**src/rtl/seg7_scan_mux.sv**
```systemverilog
`default_nettype none
// +--------------------------------------------------------------------------+
// | Module      : seg7_scan_mux                                              |
// | Description : Time-multiplexed 7-segment driver for a multi-digit BCD    |
// |               word. One shared active-low segment bus, one-hot digit     |
// |               enables, a blanking gap before every digit, and a          |
// |               double-buffered input so new values only take effect at    |
// |               frame boundaries.                                          |
// | Optional    : LEADING_ZERO_BLANK_EN - when defined, leading zero digits  |
// |               (all except digit 0) are blanked; decimal points are still |
// |               shown.                                                     |
// | Revision    : 1.0 - initial release                                      |
// +--------------------------------------------------------------------------+
// Ports:
//   clk         in   system clock, rising edge
//   reset_n     in   asynchronous active-low reset
//   in_valid    in   in_bcd / in_dp valid
//   in_ready    out  pending buffer empty; transfer on in_valid & in_ready
//   in_bcd      in   packed BCD digits, digit k at [4k+3:4k], digit 0 rightmost
//   in_dp       in   decimal point per digit, 1 = lit
//   seg_out     out  segments a..g on [6:0], active-low
//   dp_out      out  decimal point, active-low
//   dig_en      out  digit enable, one-hot or zero, active-high
//   frame_done  out  one-cycle pulse at the end of each full scan frame

module seg7_scan_mux #(
  parameter int NUM_DIGITS = 4,
  parameter int SCAN_CNT   = 100,
  parameter int BLANK_CNT  = 4
) (
  input  logic                    clk,
  input  logic                    reset_n,
  input  logic                    in_valid,
  output logic                    in_ready,
  input  logic [4*NUM_DIGITS-1:0] in_bcd,
  input  logic [NUM_DIGITS-1:0]   in_dp,
  output logic [6:0]              seg_out,
  output logic                    dp_out,
  output logic [NUM_DIGITS-1:0]   dig_en,
  output logic                    frame_done
);

  // Timer only ever holds 0 .. max(SCAN_CNT, BLANK_CNT)-1.
  localparam int c_TMAX = (SCAN_CNT > BLANK_CNT) ? SCAN_CNT : BLANK_CNT;
  localparam int c_TW   = (c_TMAX > 1) ? $clog2(c_TMAX) : 1;
  localparam int c_IW   = (NUM_DIGITS > 1) ? $clog2(NUM_DIGITS) : 1;

  localparam logic [c_TW-1:0] c_SCAN_LAST  = c_TW'(SCAN_CNT - 1);
  localparam logic [c_TW-1:0] c_BLANK_LAST = c_TW'((BLANK_CNT > 0) ? (BLANK_CNT - 1) : 0);
  localparam logic [c_IW-1:0] c_IDX_LAST   = c_IW'(NUM_DIGITS - 1);
  localparam logic [c_TW-1:0] c_T_ONE      = c_TW'(1);
  localparam logic [c_IW-1:0] c_I_ONE      = c_IW'(1);

  typedef enum logic [0:0] {
    ST_BLANK = 1'b0,
    ST_SHOW  = 1'b1
  } state_t;

  // Scan state
  state_t                  state_q, state_d;
  logic [c_IW-1:0]         idx_q, idx_d;
  logic [c_TW-1:0]         timer_q, timer_d;
  logic                    w_boundary;

  // Double buffer
  logic [4*NUM_DIGITS-1:0] act_bcd_q, act_bcd_d;
  logic [NUM_DIGITS-1:0]   act_dp_q, act_dp_d;
  logic [4*NUM_DIGITS-1:0] pend_bcd_q, pend_bcd_d;
  logic [NUM_DIGITS-1:0]   pend_dp_q, pend_dp_d;
  logic                    pend_full_q, pend_full_d;

  // Registered outputs
  logic [6:0]              seg_q, seg_d;
  logic                    dp_q, dp_d;
  logic [NUM_DIGITS-1:0]   dig_en_q, dig_en_d;
  logic                    frame_done_q;

  // Digit selection for the upcoming display state
  logic [3:0]              w_digit;
  logic                    w_dp_sel;
  logic                    w_lz_sel;
  logic [NUM_DIGITS-1:0]   w_lz_vec;

  function automatic logic [6:0] decode(input logic [3:0] v);
    logic [6:0] s;
    case (v)
      4'd0:    s = 7'b0000001;
      4'd1:    s = 7'b1001111;
      4'd2:    s = 7'b0010010;
      4'd3:    s = 7'b0000110;
      4'd4:    s = 7'b1001100;
      4'd5:    s = 7'b0100100;
      4'd6:    s = 7'b0100000;
      4'd7:    s = 7'b0001111;
      4'd8:    s = 7'b0000000;
      4'd9:    s = 7'b0000100;
      default: s = 7'b1111111;
    endcase
    return s;
  endfunction

  // ------------------------------------------------------------------
  // Scan sequencer: BLANK (BLANK_CNT cycles) then SHOW (SCAN_CNT cycles)
  // per digit. With BLANK_CNT = 0 the SHOW states run back-to-back.
  // ------------------------------------------------------------------
  always_comb begin
    state_d    = state_q;
    idx_d      = idx_q;
    timer_d    = timer_q;
    w_boundary = 1'b0;
    case (state_q)
      ST_BLANK: begin
        if ((BLANK_CNT == 0) || (timer_q == c_BLANK_LAST)) begin
          state_d = ST_SHOW;
          timer_d = '0;
        end else begin
          timer_d = timer_q + c_T_ONE;
        end
      end
      ST_SHOW: begin
        if (timer_q == c_SCAN_LAST) begin
          timer_d = '0;
          state_d = (BLANK_CNT == 0) ? ST_SHOW : ST_BLANK;
          if (idx_q == c_IDX_LAST) begin
            idx_d      = '0;
            w_boundary = 1'b1;
          end else begin
            idx_d = idx_q + c_I_ONE;
          end
        end else begin
          timer_d = timer_q + c_T_ONE;
        end
      end
      default: begin
        state_d = ST_BLANK;
        idx_d   = '0;
        timer_d = '0;
      end
    endcase
  end

  // ------------------------------------------------------------------
  // Buffers. Transfer and capture are mutually exclusive: transfer needs
  // pending full, capture needs it empty. A capture on a boundary edge with
  // pending empty simply waits for the next boundary.
  // ------------------------------------------------------------------
  always_comb begin
    act_bcd_d   = act_bcd_q;
    act_dp_d    = act_dp_q;
    pend_bcd_d  = pend_bcd_q;
    pend_dp_d   = pend_dp_q;
    pend_full_d = pend_full_q;
    if (w_boundary && pend_full_q) begin
      act_bcd_d   = pend_bcd_q;
      act_dp_d    = pend_dp_q;
      pend_full_d = 1'b0;
    end else if (in_valid && !pend_full_q) begin
      pend_bcd_d  = in_bcd;
      pend_dp_d   = in_dp;
      pend_full_d = 1'b1;
    end
  end

  // Leading-zero flags are taken from the next active buffer so the first
  // digit of a new frame already reflects the freshly transferred value.
`ifdef LEADING_ZERO_BLANK_EN
  for (genvar k = 0; k < NUM_DIGITS; k++) begin : g_lz
    if (k == 0) begin : g_lsd
      assign w_lz_vec[k] = 1'b0;
    end else begin : g_upper
      assign w_lz_vec[k] = ~|act_bcd_d[4*NUM_DIGITS-1:4*k];
    end
  end
`else
  assign w_lz_vec = '0;
`endif

  always_comb begin
    w_digit  = 4'hF;
    w_dp_sel = 1'b0;
    w_lz_sel = 1'b0;
    for (int k = 0; k < NUM_DIGITS; k++) begin
      if (idx_d == c_IW'(k)) begin
        w_digit  = act_bcd_d[4*k +: 4];
        w_dp_sel = act_dp_d[k];
        w_lz_sel = w_lz_vec[k];
      end
    end
  end

  // Outputs are computed from the next state so enable and segments switch
  // on the same edge: an enabled digit never sees a neighbour's pattern.
  always_comb begin
    seg_d    = 7'b1111111;
    dp_d     = 1'b1;
    dig_en_d = '0;
    if (state_d == ST_SHOW) begin
      dig_en_d = NUM_DIGITS'(1) << idx_d;
      seg_d    = w_lz_sel ? 7'b1111111 : decode(w_digit);
      dp_d     = ~w_dp_sel;
    end
  end

  always_ff @(posedge clk or negedge reset_n) begin
    if (!reset_n) begin
      state_q      <= ST_BLANK;
      idx_q        <= '0;
      timer_q      <= '0;
      act_bcd_q    <= {NUM_DIGITS{4'hF}};
      act_dp_q     <= '0;
      pend_bcd_q   <= '0;
      pend_dp_q    <= '0;
      pend_full_q  <= 1'b0;
      seg_q        <= 7'b1111111;
      dp_q         <= 1'b1;
      dig_en_q     <= '0;
      frame_done_q <= 1'b0;
    end else begin
      state_q      <= state_d;
      idx_q        <= idx_d;
      timer_q      <= timer_d;
      act_bcd_q    <= act_bcd_d;
      act_dp_q     <= act_dp_d;
      pend_bcd_q   <= pend_bcd_d;
      pend_dp_q    <= pend_dp_d;
      pend_full_q  <= pend_full_d;
      seg_q        <= seg_d;
      dp_q         <= dp_d;
      dig_en_q     <= dig_en_d;
      frame_done_q <= w_boundary;
    end
  end

  assign in_ready   = ~pend_full_q;
  assign seg_out    = seg_q;
  assign dp_out     = dp_q;
  assign dig_en     = dig_en_q;
  assign frame_done = frame_done_q;

endmodule

`default_nettype wire

```
**config.mk**
```make
export PLATFORM = sky130hd
export DESIGN_NAME = seg7_scan_mux
export DESIGN_NICKNAME = d
export VERILOG_FILES = /design/src/rtl/seg7_scan_mux.sv
export SDC_FILE = /design/constraint.sdc
export NUM_CORES = 1
export LEC_CHECK = 0
export ABC_CLOCK_PERIOD_IN_PS = 5800
export CAP_MARGIN = 20
export CORE_MARGIN = 4
export CORE_UTILIZATION = 55
export DETAILED_ROUTE_END_ITERATION = 10
export PLACE_DENSITY = 0.77
export SLEW_MARGIN = 0
export SYNTH_ARGS = -nofsm -noshare
export SYNTH_HDL_FRONTEND = slang
export SYNTH_SLANG_ARGS = --single-unit
export TNS_END_PERCENT = 10
```
**constraint.sdc**
```tcl
create_clock -name clk -period 5.8 [get_ports clk]
set_clock_uncertainty 0.05 [all_clocks]
set_input_delay 0.87 -clock clk [delete_from_list [all_inputs] [get_ports clk]]
set_output_delay 0.87 -clock clk [all_outputs]
set_load 0.01 [all_outputs]
```
==> out/summary.txt, run 1 <==
status = finished clean
Max VDD drop = 175 µV
post-synthesis cell area = 2840 µm²
Final Slew Violations = 0
clk sinks = 64
drt first pass iters = 4
part of the Yosys area used for sequential elements = 57.5%
vias in the first global route = 1686
Die W = 79.8 µm
Primary FF master, synth = dfrtp_1
Final Wtd Congestion = 0.832
Post-synth EDFFs = 0
htree depth = 3
crit end category = flop
Skew-Pair Late Insertion Delay = 0.34 ns
hold crit path type = reg2reg
Leakage Power = 0.00151 µW
1st-iter DRT viols = 84
row count = 25
# Post-CTS Setup Buffers = 0
Starting Density = 58.6%
Mapped Nets = 245
ys async rst share = 100%
root cell of the clock tree = clkbuf_8
xor/xnor cell area share of the yosys netlist = 1.54%
compound-gate portion of the synthesized area = 3.26%
post-DR wirelength/cell = 14.4 µm
setup violators final = 0
critical path class = reg2reg
FF+latch area = 1630 µm²
PD cells = 254 nW/µm²
Worst Setup Slack, final = 1.79 ns
Vias/cell = 5.17
area of the multi-input gates = 1140 µm²
RSZ-0062 raised after global routing = false
worst reg-to-reg path cell count = 12
first-pass GRT wire length = 8.09 mm
Hold Path End = timer_q[0]$_DFF_PN0_
Syn Area/Cell = 13.3 µm²
Final nets = 287
Slew @ Worst Pin = 0.901 ns
Hold Path Depth = 1
DR DRC count = 0
DPL Wire Length = 3.29 mm
Routed Antenna Nets = 0
CTS Buffer Depth = 2
Ys Warns = 0
GR Overflow Total = 0
proportion of layout cells with a drive suffix above 1 = 33.7%
capturing point of the worst reg2reg path = seg_out[5]$_DFF_PN1_
clock-pin slew on the worst setup and hold paths = 0.07 ns
largest net degree at the start of global routing = 65
largest family of logic cells by synthesized area = multiplexers
# fillers = 366
CTS tree = yes
hold path startpoint = timer_q[0]$_DFF_PN0_
Total GRT Usage = 17.2%
R2R setup slack = 1.79 ns
die span in y = 79.8 µm
n_diodes = 0
Hold Vio Cnt, Final = 0
Worst EP arrival = 4.23 ns
cts hold-fix bufs = 0
CP Launch Type = flop
Synth cell types = 40
antenna violations before repair = 0
Req. time, crit path = 6.02 ns
Adder-Cell Fraction of Synth Area = 3.53%
I/O Buffers = 36
Max Freq = 249 MHz
minimum clock period = 4.01 ns
worst r2r src = timer_q[0]$_DFF_PN0_
total CTS buffers = 9
max cap viols = 0
post-route setup TNS = 0 ns
Post-Syn Instances = 214
Slew headroom = 38.2%
Yosys reg bits = 64
Final Cycle Share = 69.2%
DR vias = 1695
Area Growth Syn to Fin = 21.2%
multiplexer share of the synthesized area = 20.6%
post-cts gate resize count = 0
Post-Place Setup Slack = 1.82 ns
Synth Area in Simple Gates = 11.1%
DRT Wirelength = 4.71 mm
Die ar. = 6380 µm²
Boundary Pins = 37
Core ar. = 4850 µm²
maximum net fanout on the critical path = 10
## through the flow
stage | area, µm² | power [µW] | hold slack [ns] | std cells | utilization [%]
floorplan | 2840 | 491 | 0.375 | 214 | -
global placement | 3250 | 517 | 0.384 | 312 | 67.1
detailed placement | 3250 | 519 | 0.395 | 312 | 67.1
CTS | 3440 | 886 | 0.404 | 328 | 71.0
global route | 3440 | 916 | 0.432 | 328 | 71.0
finish | 3440 | 876 | 0.405 | 328 | 71.0
## per-layer routing
layer	GRT usage (%)	vias to the layer above	share of wire, %
met5	0	-	0
met4	10.6	0	2.0
met3	4.51	8	3.8
met2	26.4	27	50
met1	21.6	834	45
li1	-	826	-
## cell usage in the layout, fill, tap and decap left out, types with 4 or more instances in the layout
cell type and instances:
clkbuf_8 10, clkdlybuf4s50_1 35, dfrtp_1 40, dfstp_2 24
ha_1 8, inv_1 8, mux2_2 39, mux2_4 4
mux2i_1 4, nand2_1 13, nor2_1 16, or3_1 9
## synthesized netlist by cell type, types with 4 or more instances
cell type   n  area share [%]
mux2_2     39              15
or3_1       9             2.0
nand2_1    13             1.7
mux2_4      4             2.1
mux2i_1     4             1.4
nor2_1     16             2.1
inv_1       8             1.1
dfrtp_1    40              35
ha_1        8             3.5
dfstp_2    24              22
## logic make-up (layout without fill, tap and decap cells)
logic type,Yosys count,in the layout
mux,50,50
compound gates,15,15
flops,64,64
buf+inv,15,62
xor+xnor,5,5
fa+ha+maj,8,8
simple gates,57,57
## critical path, stage by stage, from the launching register on
cell and delay (ns):
dfrtp_1 0.36, ha_1 0.21, or4b_1 0.56, nor2_1 0.28, mux2i_1 0.79, inv_1 0.30, or3_1 0.42, and4_1 0.27
inv_1 0.13, ha_1 0.24, inv_1 0.08, o21ai_1 0.07, a21bo_1 0.18
## power by group
group / switching (µW) / internal, µW
logic: 12.8 / 24.8
registers: 8.20 / 464
clock network: 158 / 208
total: 179 / 697
## flip-flops by register name, summed over array words and instances (netlist names)
register,cells
act_bcd_q,16
pend_bcd_q,16
seg_out,7
timer_q,7
act_dp_q,4
dig_en,4
pend_dp_q,4
idx_q,2
dp_out,1
frame_done,1
pend_full_q,1
state_q,1
## layout make-up
type / count / area share [%]
Sequential cell: 64 / 47.4
Multi-Input combinational cell: 135 / 33.0
Timing Repair Buffer: 38 / 10.8
Clock buffer: 12 / 4.22
Tap cell: 67 / 2.44
Clock inverter: 4 / 1.31
Inverter: 8 / 0.872
## worst max-delay path by stage
stage	to	slack, ns	startpoint	depth (start not counted)
floorplan	seg_out[5]$_DFF_PN1_	2.19	timer_q[0]$_DFF_PN0_	14
global placement	seg_out[5]$_DFF_PN1_	1.93	timer_q[0]$_DFF_PN0_	12
detailed placement	seg_out[5]$_DFF_PN1_	1.82	timer_q[0]$_DFF_PN0_	12
CTS	seg_out[5]$_DFF_PN1_	1.78	timer_q[0]$_DFF_PN0_	12
global route	seg_out[3]$_DFF_PN1_	1.48	timer_q[0]$_DFF_PN0_	11
finish	seg_out[5]$_DFF_PN1_	1.79	timer_q[0]$_DFF_PN0_	12
Note: power is estimated with default switching activity, not from simulation.
==> run 2, diff against run 1 <==
--- a/config.mk
+++ b/config.mk
@@ -5,12 +5,12 @@
 export SDC_FILE = /design/constraint.sdc
 export NUM_CORES = 1
 export LEC_CHECK = 0
-export ABC_CLOCK_PERIOD_IN_PS = 5800
+export ABC_CLOCK_PERIOD_IN_PS = 3500
 export CAP_MARGIN = 20
 export CORE_MARGIN = 4
-export CORE_UTILIZATION = 55
+export CORE_UTILIZATION = 49
 export DETAILED_ROUTE_END_ITERATION = 10
-export PLACE_DENSITY = 0.77
+export PLACE_DENSITY = 0.72
 export SLEW_MARGIN = 0
 export SYNTH_ARGS = -nofsm -noshare
 export SYNTH_HDL_FRONTEND = slang
==> constraint.sdc (replaced) <==
create_clock -name clk -period 3.5 [get_ports clk]
set_clock_uncertainty 0.05 [all_clocks]
set_input_delay 0.525 -clock clk [delete_from_list [all_inputs] [get_ports clk]]
set_output_delay 0.525 -clock clk [all_outputs]
set_load 0.01 [all_outputs]
==> run 2 against run 1 <==
  * Flip-flop and latch count is the same
  * Global-route usage shrank 1.1 points
  * Highest routed layer unchanged
  * Total power grew 69%
  * Final area grew 3.0%
  * Via count grew 4.4%
  * Setup slack lost 1.6 ns
  * Critical path depth shrank 3
  * Combinational power grew 68%
  * Largest power group unchanged
==> out/summary.txt, run 2 (synthesized netlist as in run 1, its figures left out) <==
Max Freq = 299 MHz
Slowest-stage cell, CP = or4_4
Final Slew Violations = 0
Area Growth Syn to Fin = 24.9%
max cap viols = 0
commonest non-fill, non-tap cells in the layout = dfrtp_1 (40), mux2_2 (39), clkdlybuf4s50_1 (35)
post-cts gate resize count = 0
die span in y = 84.1 µm
CTS tree = yes
DR DRC count = 0
crit path cell chain = ha_1 > or4b_4 > or4_4 > mux2_4 > or3_1 > and4_1 > ha_1 > mux2_1 > a32oi_1
status = finished clean
proportion of layout cells with a drive suffix above 1 = 37.4%
Total GRT Usage = 16.1%
Req. time, crit path = 3.69 ns
maximum net fanout on the critical path = 5
worst reg-to-reg path cell count = 9
Routed Antenna Nets = 0
CP Launch Type = flop
placed cell count = 324
GR Overflow Total = 0
Final Hold Slack = 0.109 ns
n_diodes = 0
row count = 27
post-route setup TNS = 0 ns
Vias/cell = 5.17
Final Wtd Congestion = 0.867
Final nets = 296
clock-pin slew on the worst setup and hold paths = 0.07 ns
Hold Vio Cnt, Final = 0
CP Depth = 9
CP delay by family, top = simple AND/OR/NAND/NOR gates
drt first pass iters = 4
minimum clock period = 3.34 ns
Top cell by count, worst path = ha_1
Largest regs = act_bcd_q x16, pend_bcd_q x16
post-DR wirelength/cell = 15.2 µm
total CTS buffers = 9
max incr delay on CP = 0.63 ns
DRT Wirelength = 5.20 mm
Tot Pwr = 1480 µW
DR vias = 1769
Final Cycle Share = 95.6%
Die W = 84.1 µm
DPL Wire Length = 3.56 mm
Leakage Power = 0.00156 µW
1st-iter DRT viols = 57
Die ar. = 7080 µm²
area post-placement = 3320 µm²
critical path class = reg2reg
capturing point of the worst reg2reg path = seg_out[2]$_DFF_PN1_
# Post-CTS Setup Buffers = 0
crit end category = flop
clk sinks = 64
cts hold-fix bufs = 0
RSZ-0062 raised after global routing = false
htree depth = 3
R2R setup slack = 0.16 ns
Skew-Pair Late Insertion Delay = 0.34 ns
Worst EP arrival = 3.54 ns
Post-Layout Cell Count = 342
Core ar. = 5570 µm²
setup violators final = 0
antenna violations before repair = 0
first-pass GRT wire length = 8.77 mm
Starting Density = 50.9%
cell area after layout = 3540 µm²
largest net degree at the start of global routing = 41
hold crit path type = in2async
PD cells = 418 nW/µm²
commonest non-fill, non-tap cell in the layout = dfrtp_1
Max VDD drop = 320 µV
Buf/Inv on CP = 0
CTS Buffer Depth = 2
I/O Buffers = 36
root cell of the clock tree = clkbuf_8
Boundary Pins = 37
worst r2r src = timer_q[0]$_DFF_PN0_
Slew @ Worst Pin = 0.698 ns
vias in the first global route = 1810
Slew headroom = 53.0%
-- run 2: worst max-delay path by stage --
stage	from	end	slack [ns]
2_1_floorplan	timer_q[0]$_DFF_PN0_	seg_out[5]$_DFF_PN1_	0.03
3_3_place_gp	timer_q[0]$_DFF_PN0_	seg_out[5]$_DFF_PN1_	0.22
3_5_place_dp	timer_q[0]$_DFF_PN0_	seg_out[2]$_DFF_PN1_	0.16
4_1_cts	timer_q[0]$_DFF_PN0_	seg_out[2]$_DFF_PN1_	0.13
5_1_grt	timer_q[0]$_DFF_PN0_	seg_out[2]$_DFF_PN1_	0.03
6_report	timer_q[0]$_DFF_PN0_	seg_out[2]$_DFF_PN1_	0.16
-- run 2: per-stage QoR --
stage	utilization [%]	setup WS, ns
2_1_floorplan	-	0.0266
3_3_place_gp	59.5	0.223
3_5_place_dp	59.5	0.156
4_1_cts	63.1	0.135
5_1_grt	63.6	0.0299
6_report	63.6	0.155
-- run 2: layout make-up --
cell class / instances / area (µm²)
Clock buffer: 13 / 159
Sequential cell: 64 / 1630
Multi-Input combinational cell: 137 / 1170
Fill cell: 460 / 2030
Tap cell: 72 / 90.1
Timing Repair Buffer: 45 / 423
Inverter: 8 / 30.0
Clock inverter: 3 / 40.0
-- run 2: per-layer routing --
| metal | track usage, % | part of all wire [%] |
|---|---|---|
| met1 | 20.7 | 47 |
| met2 | 25.1 | 48 |
| met3 | 4.34 | 3.9 |
| met4 | 7.89 | 1.9 |
| met5 | 0 | 0 |
-- run 2: report_power, final --
group	internal (µW)	total [µW]	leakage (µW)	switching (µW)
Clock	366	633	0.000103	267
Sequential	768	784	0.000740	16.1
Combinational	41.2	63.4	0.000714	22.2
-- run 2: worst register-to-register path: cells and delay by family, from the launching register on --
kind,cells,cell delay (ns)
and+or+nand+nor,4,1.65
adders and majority gates,2,0.37
AOI/OAI and AO/OA,1,0.19
muxes,2,0.63
DFF,1,0.36
==> run 3, diff against run 2 <==
--- a/config.mk
+++ b/config.mk
@@ -6,12 +6,11 @@
 export NUM_CORES = 1
 export LEC_CHECK = 0
 export ABC_CLOCK_PERIOD_IN_PS = 3500
-export CAP_MARGIN = 20
 export CORE_MARGIN = 4
 export CORE_UTILIZATION = 49
 export DETAILED_ROUTE_END_ITERATION = 10
+export GPL_ROUTABILITY_DRIVEN = 0
 export PLACE_DENSITY = 0.72
-export SLEW_MARGIN = 0
 export SYNTH_ARGS = -nofsm -noshare
 export SYNTH_HDL_FRONTEND = slang
 export SYNTH_SLANG_ARGS = --single-unit
==> results of run 3 <==
Same layout as run 2: the final DEF is identical, and so are final timing and power.
